## src/rtl/ctrl_pkg.sv

```systemverilog
// Shared definitions for the simple-processor control unit: opcodes, step
// encoding and instruction field positions.
package ctrl_pkg;

    localparam logic [2:0] OP_MV   = 3'b000;
    localparam logic [2:0] OP_MVI  = 3'b001;
    localparam logic [2:0] OP_ADD  = 3'b010;
    localparam logic [2:0] OP_SUB  = 3'b011;
    localparam logic [2:0] OP_MVNZ = 3'b100;

    // Instruction format III XXX YYY
    localparam int OP_MSB = 8;
    localparam int OP_LSB = 6;
    localparam int RX_MSB = 5;
    localparam int RX_LSB = 3;
    localparam int RY_MSB = 2;
    localparam int RY_LSB = 0;

    typedef enum logic [1:0] {
        T0 = 2'd0,
        T1 = 2'd1,
        T2 = 2'd2,
        T3 = 2'd3
    } stepT;

    function automatic logic isArith(input logic [2:0] op);
        return (op == OP_ADD) || (op == OP_SUB);
    endfunction

endpackage

```

## src/rtl/control_unit_dec3to8.sv

```systemverilog
// Binary-to-one-hot decoder with enable; drives the register write enables.
module dec3to8 (
    input  logic [2:0] w,
    input  logic       en,
    output logic [7:0] y
);

    always_comb begin
        y = 8'h00;
        if (en) begin
            y[w] = 1'b1;
        end
    end

endmodule

```

## src/rtl/control_unit.sv

```systemverilog
// Instruction sequencer for the 16-bit simple processor datapath (steps T0..T3).
// Optional macro CTRL_MVNZ_EN adds the conditional move mvnz (opcode 100).
module control_unit
    import ctrl_pkg::*;
#(
    parameter int IR_W = 9,
    parameter int NREG = 8
) (
    input  logic            Clock,
    input  logic            Resetn,
    input  logic            Run,
    input  logic [15:0]     DIN,
    input  logic            GNZ,
    output logic [NREG-1:0] selectR,
    output logic            selectG,
    output logic            selectDin,
    output logic [NREG-1:0] Rin,
    output logic            Ain,
    output logic            Gin,
    output logic            AddSub,
    output logic            IRin,
    output logic            Done
);

    stepT            step;
    stepT            nextStep;
    logic [IR_W-1:0] ir;
    logic [2:0]      opcode;
    logic [2:0]      rx;
    logic [2:0]      ry;
    logic [2:0]      busIdx;
    logic            rinEn;
    logic            fetch;

    assign opcode = ir[OP_MSB:OP_LSB];
    assign rx     = ir[RX_MSB:RX_LSB];
    assign ry     = ir[RY_MSB:RY_LSB];

    // NOTE: state registers use non-blocking assignments so every flop samples
    // pre-edge values regardless of the order the simulator evaluates blocks.
    always_ff @(posedge Clock or negedge Resetn) begin
        if (!Resetn) begin
            step <= T0;
            ir   <= '0;
        end else begin
            step <= nextStep;
            if (step == T0 && Run) begin
                ir <= DIN[IR_W-1:0];
            end
        end
    end

    // NOTE: every output of this block gets a default first, so no path
    // through the case statements can leave a signal unassigned (no latches).
    always_comb begin
        nextStep  = step;
        busIdx    = 3'd0;
        rinEn     = 1'b0;
        fetch     = 1'b0;
        selectG   = 1'b0;
        selectDin = 1'b0;
        Ain       = 1'b0;
        Gin       = 1'b0;
        AddSub    = 1'b0;
        Done      = 1'b0;

        unique case (step)
            T0: begin
                fetch = Run;
                if (Run) begin
                    nextStep = T1;
                end
            end
            T1: begin
                nextStep = T0;
                case (opcode)
                    OP_MV: begin
                        busIdx = ry;
                        rinEn  = 1'b1;
                        Done   = 1'b1;
                    end
                    OP_MVI: begin
                        selectDin = 1'b1;
                        rinEn     = 1'b1;
                        Done      = 1'b1;
                    end
                    OP_ADD, OP_SUB: begin
                        busIdx   = rx;
                        Ain      = 1'b1;
                        nextStep = T2;
                    end
`ifdef CTRL_MVNZ_EN
                    OP_MVNZ: begin
                        busIdx = ry;
                        rinEn  = GNZ;
                        Done   = 1'b1;
                    end
`endif
                    default: begin
                        Done = 1'b1;
                    end
                endcase
            end
            T2: begin
                busIdx   = ry;
                Gin      = 1'b1;
                AddSub   = opcode[0];
                nextStep = T3;
            end
            T3: begin
                // Only add/sub reach T3; the write-back always targets X.
                selectG  = isArith(opcode);
                rinEn    = 1'b1;
                Done     = 1'b1;
                nextStep = T0;
            end
        endcase
    end

    // Reset forces T0, where Run would otherwise leak straight onto IRin.
    assign IRin    = fetch & Resetn;
    assign selectR = {{(NREG-3){1'b0}}, busIdx};

    dec3to8 uRinDec (
        .w  (rx),
        .en (rinEn),
        .y  (Rin)
    );

`ifdef CTRL_MVNZ_EN
    logic unusedDinBits;
    assign unusedDinBits = ^DIN[15:IR_W];
`else
    logic unusedDinBits;
    assign unusedDinBits = ^{DIN[15:IR_W], GNZ};
`endif

endmodule
```

## config.mk

```make
export PLATFORM = sky130hd
export DESIGN_NAME = control_unit
export DESIGN_NICKNAME = d
export VERILOG_FILES = /design/src/rtl/ctrl_pkg.sv /design/src/rtl/control_unit_dec3to8.sv /design/src/rtl/control_unit.sv
export SDC_FILE = /design/constraint.sdc
export NUM_CORES = 1
export LEC_CHECK = 0
export CORE_UTILIZATION = 37
export DETAILED_ROUTE_END_ITERATION = 6
export PLACE_DENSITY = 0.78
export SYNTH_ARGS = -nofsm -noshare
export SYNTH_HDL_FRONTEND = slang
export SYNTH_HIERARCHICAL = 1
export SYNTH_SLANG_ARGS = --single-unit
```

## constraint.sdc

```tcl
create_clock -name Clock -period 2.4 [get_ports Clock]
set_input_delay 0.72 -clock Clock [delete_from_list [all_inputs] [get_ports Clock]]
set_output_delay 0.72 -clock Clock [all_outputs]
set_load 0.01 [all_outputs]
```

==> impl_results.md <==
* Status: finished, violations left
* Failing checks: negative setup slack
* PwrDens at 1080 nW/um^2
* Worst Setup Start Kind: register
* Net switching power at approximately 0.5 mW
* Initial Util at ~40%
* CP max stage delay at roughly 0.42 ns
* Final-report max-slew violation count at 0
* GRT Total Usage at 19.2%
* Crit path kind: register to output pin
* Global route overflow at 0
* Net count reported at finish at 129
* Tcrit/Tclk final at 102%
* Post-route core utilization at 65.0%
* Crit end category: output pin
* Core area at 1800 sq um
* 1st-iter DRT viols at 7
* Pre-CTS setup slack at -0.222 ns
* TritonCTS clock tree: done
* EDFF count, synth at 0
* Placer congestion estimate at 0.751
* Pre-Repair DR Iteration Count at 4
* Top cell by count, worst path: buf_6
* Register area share after synthesis at a little under two fifths
* Arr. time, crit path at roughly 1.7 ns
* Port Buffer Count at 29
* Non-filler cells, final at approximately 130
* Hold path depth at 1
* Synth unique cells at 25
* FP Rows at 15
* Tmin final at around 2.5 ns
* FF-to-FF Start: step[0]$_DFFE_PN0P_
* Worst EP required at between 1.5 and 2 ns
* Synth top area share at between 30 and 40%
* Crit-path cells: ha_4 -> nor3b_4 -> or2_4 -> buf_6 -> and4b_2 -> buf_6
* Clk sinks at 11
* Layout cell share with drive strength beyond 1 at roughly 55%
* Average vias per placed instance at 4.81
* Seq pwr share at 31.7%
* Synthesis Warnings at 6
* Global-route wire length before repair at roughly 2.8 mm
* Total chip power at approximately 1.3 mW
* HP Class: register to register
* Via count at 621
* Clock tree buffer depth at 2
* DPL Wire Length at 1.30 mm
* Clock Latency Late Sink at between 0.2 and 0.3 ns
* Fmax at just over 0.4 GHz
* Reg2reg end: ir[5]$_DFFE_PN0P_
* Clock share of power at ~10%
* LEAKAGE at roughly 0.6 nW
* Mean Syn Cell Area at about 12 sq um
* Io pins at 43
* Hold buffers post-CTS at 0
* Hold path start: ir[0]$_DFFE_PN0P_
* Hold Vio Cnt, Final at 0
* Antenna cells at 0
* Maxcap violations at 0
* Root buf cell: clkbuf_4
* Largest net degree at the start of global routing at 12
* DRC at 0
* FILL cells at roughly 160
* Final setup margin at -0.0591 ns
* Count leader, synth: dfrtp_1
* Synth top area cells: dfrtp_1 37%, mux2_2 15%, ha_1 6.8%
* Final setup vio count at 4
* Sw Ratio at a little under two fifths
* Area leader, netlist: dfrtp_1
* Synth async-reset ratio at 100%
* CP startpoint: step[0]$_DFFE_PN0P_
* Worst-case reg-to-reg path depth at 5
* Worst Hold Path EP: ir[0]$_DFFE_PN0P_
* Layout area overhead at 59.5%
* Reg clk slew, reported paths at 0.07 ns
* Combinational Power Share at 58.2%
* Total Die Area at roughly 2200 sq um
* Htree depth at 1
* Antenna Nets Post-Route at 0
* Final WL at ~1.8 mm
* VDD IR max at about 660 uV
* Die W at 46.6 um
* Vert. Die Dim at roughly 47 um
* Crit-path max FO at 6
* Inst Count DP at 124
* Top FF cell, synth: dfrtp_1
* Slowest CP cell: dfrtp_1
* Initial antenna violation count at 0
* Total internal power at 0.783 mW
* Drt wl/cell at 14.0 um
* Seq cells post-synth at 11
* Post-Syn Instances at 62
* Top cells by count, synth: 11 x dfrtp_1, 10 x mux2_2, 5 x buf_4, 5 x inv_1, 4 x ha_1
* RSZ-0062 raised after global routing: true
* Fin Clk Skew at 0.00455 ns
* Post-Synthesis Cell Area at 734 sq um
* Vias in the first global route at around 580
* R2r setup slk at around 0.99 ns
* Fin Hold WS at between 0.5 and 0.6 ns
* Num CTS Buffers at 3
==> repair_timing <==
action	in CTS	in global routing
pin swaps	1	4
resized for setup	55	15
setup endpoints to repair	17	12
setup buffers	0	1
==> sequential cells by signal, indices dropped and copies added, names as in the netlist, named ones only <==
name and cells:
step 1, ir 9
==> placed cells by master, fill, tap and decap left out, types with 5 or more instances in the layout <==
cell type / Yosys / layout
dfrtp_1: 11 / 11
clkdlybuf4s50_1: 0 / 11
conb_1: 1 / 5
dlygate4sd2_1: 0 / 6
buf_6: 0 / 9
buf_4: 5 / 9
mux2_2: 10 / 10
==> critical path: cells and delay by family (launching register included) <==
family	cells	cell delay, ns
adder cells (fa/ha/maj)	1	0.18
buffers and inverters	2	0.24
flip-flops	1	0.42
AND/OR/NAND/NOR	3	0.63
==> final cells by class <==
cell class              count  area [sq um]  share of cell area, %
repair buffers             39           359                   30.7
well taps                  25          31.3                   2.67
clock buffers               4          26.3                   2.24
multi-input cells          45           458                   39.1
inverters                   5          21.3                   1.82
flip-flops and latches     11           275                   23.5
==> how the worst max path moves through the flow <==
stage             end  slack [ns]  cells past startpoint
2_1_floorplan  Rin[7]        0.35                      5
3_3_place_gp     IRin       -0.23                      3
3_5_place_dp     IRin       -0.22                      3
4_1_cts        Rin[4]       -0.08                      5
5_1_grt        Rin[3]       -0.11                      7
6_report       Rin[3]       -0.06                      6
==> cell families after synthesis <==
| logic type | count (synthesis) | synth area share (%) |
|---|---|---|
| compound gates | 7 | 8.18 |
| simple gates | 19 | 24.0 |
| flops | 11 | 37.5 |
| other cells | 1 | 0.511 |
| mux | 10 | 15.3 |
| buf+inv | 10 | 7.67 |
| fa+ha+maj | 4 | 6.81 |
==> power by group through the flow <==
stage,registers (mW),clock network (mW),logic (mW)
after floorplan,0.360,0,0.385
after global placement,0.380,0,0.653
after detailed placement,0.390,0,0.674
after CTS,0.392,0.133,0.648
after global routing,0.421,0.140,0.804
final,0.403,0.127,0.739
==> routing by layer <==
metal  part of all wire (%)  global-route usage (%)
met5                      0                       0
met4                    1.7                    11.2
met3                    3.2                    1.18
met2                     50                    30.8
met1                     45                    25.0
==> per-stage QoR <==
stage	instance area [sq um]	setup TNS (ns)
after floorplan	749	0
after global placement	1100	-1.13
after detailed placement	1100	-1.46
after CTS	1090	-0.0751
after global routing	1170	-0.604
final	1170	-0.145
Power figures use the tool's default switching activity.
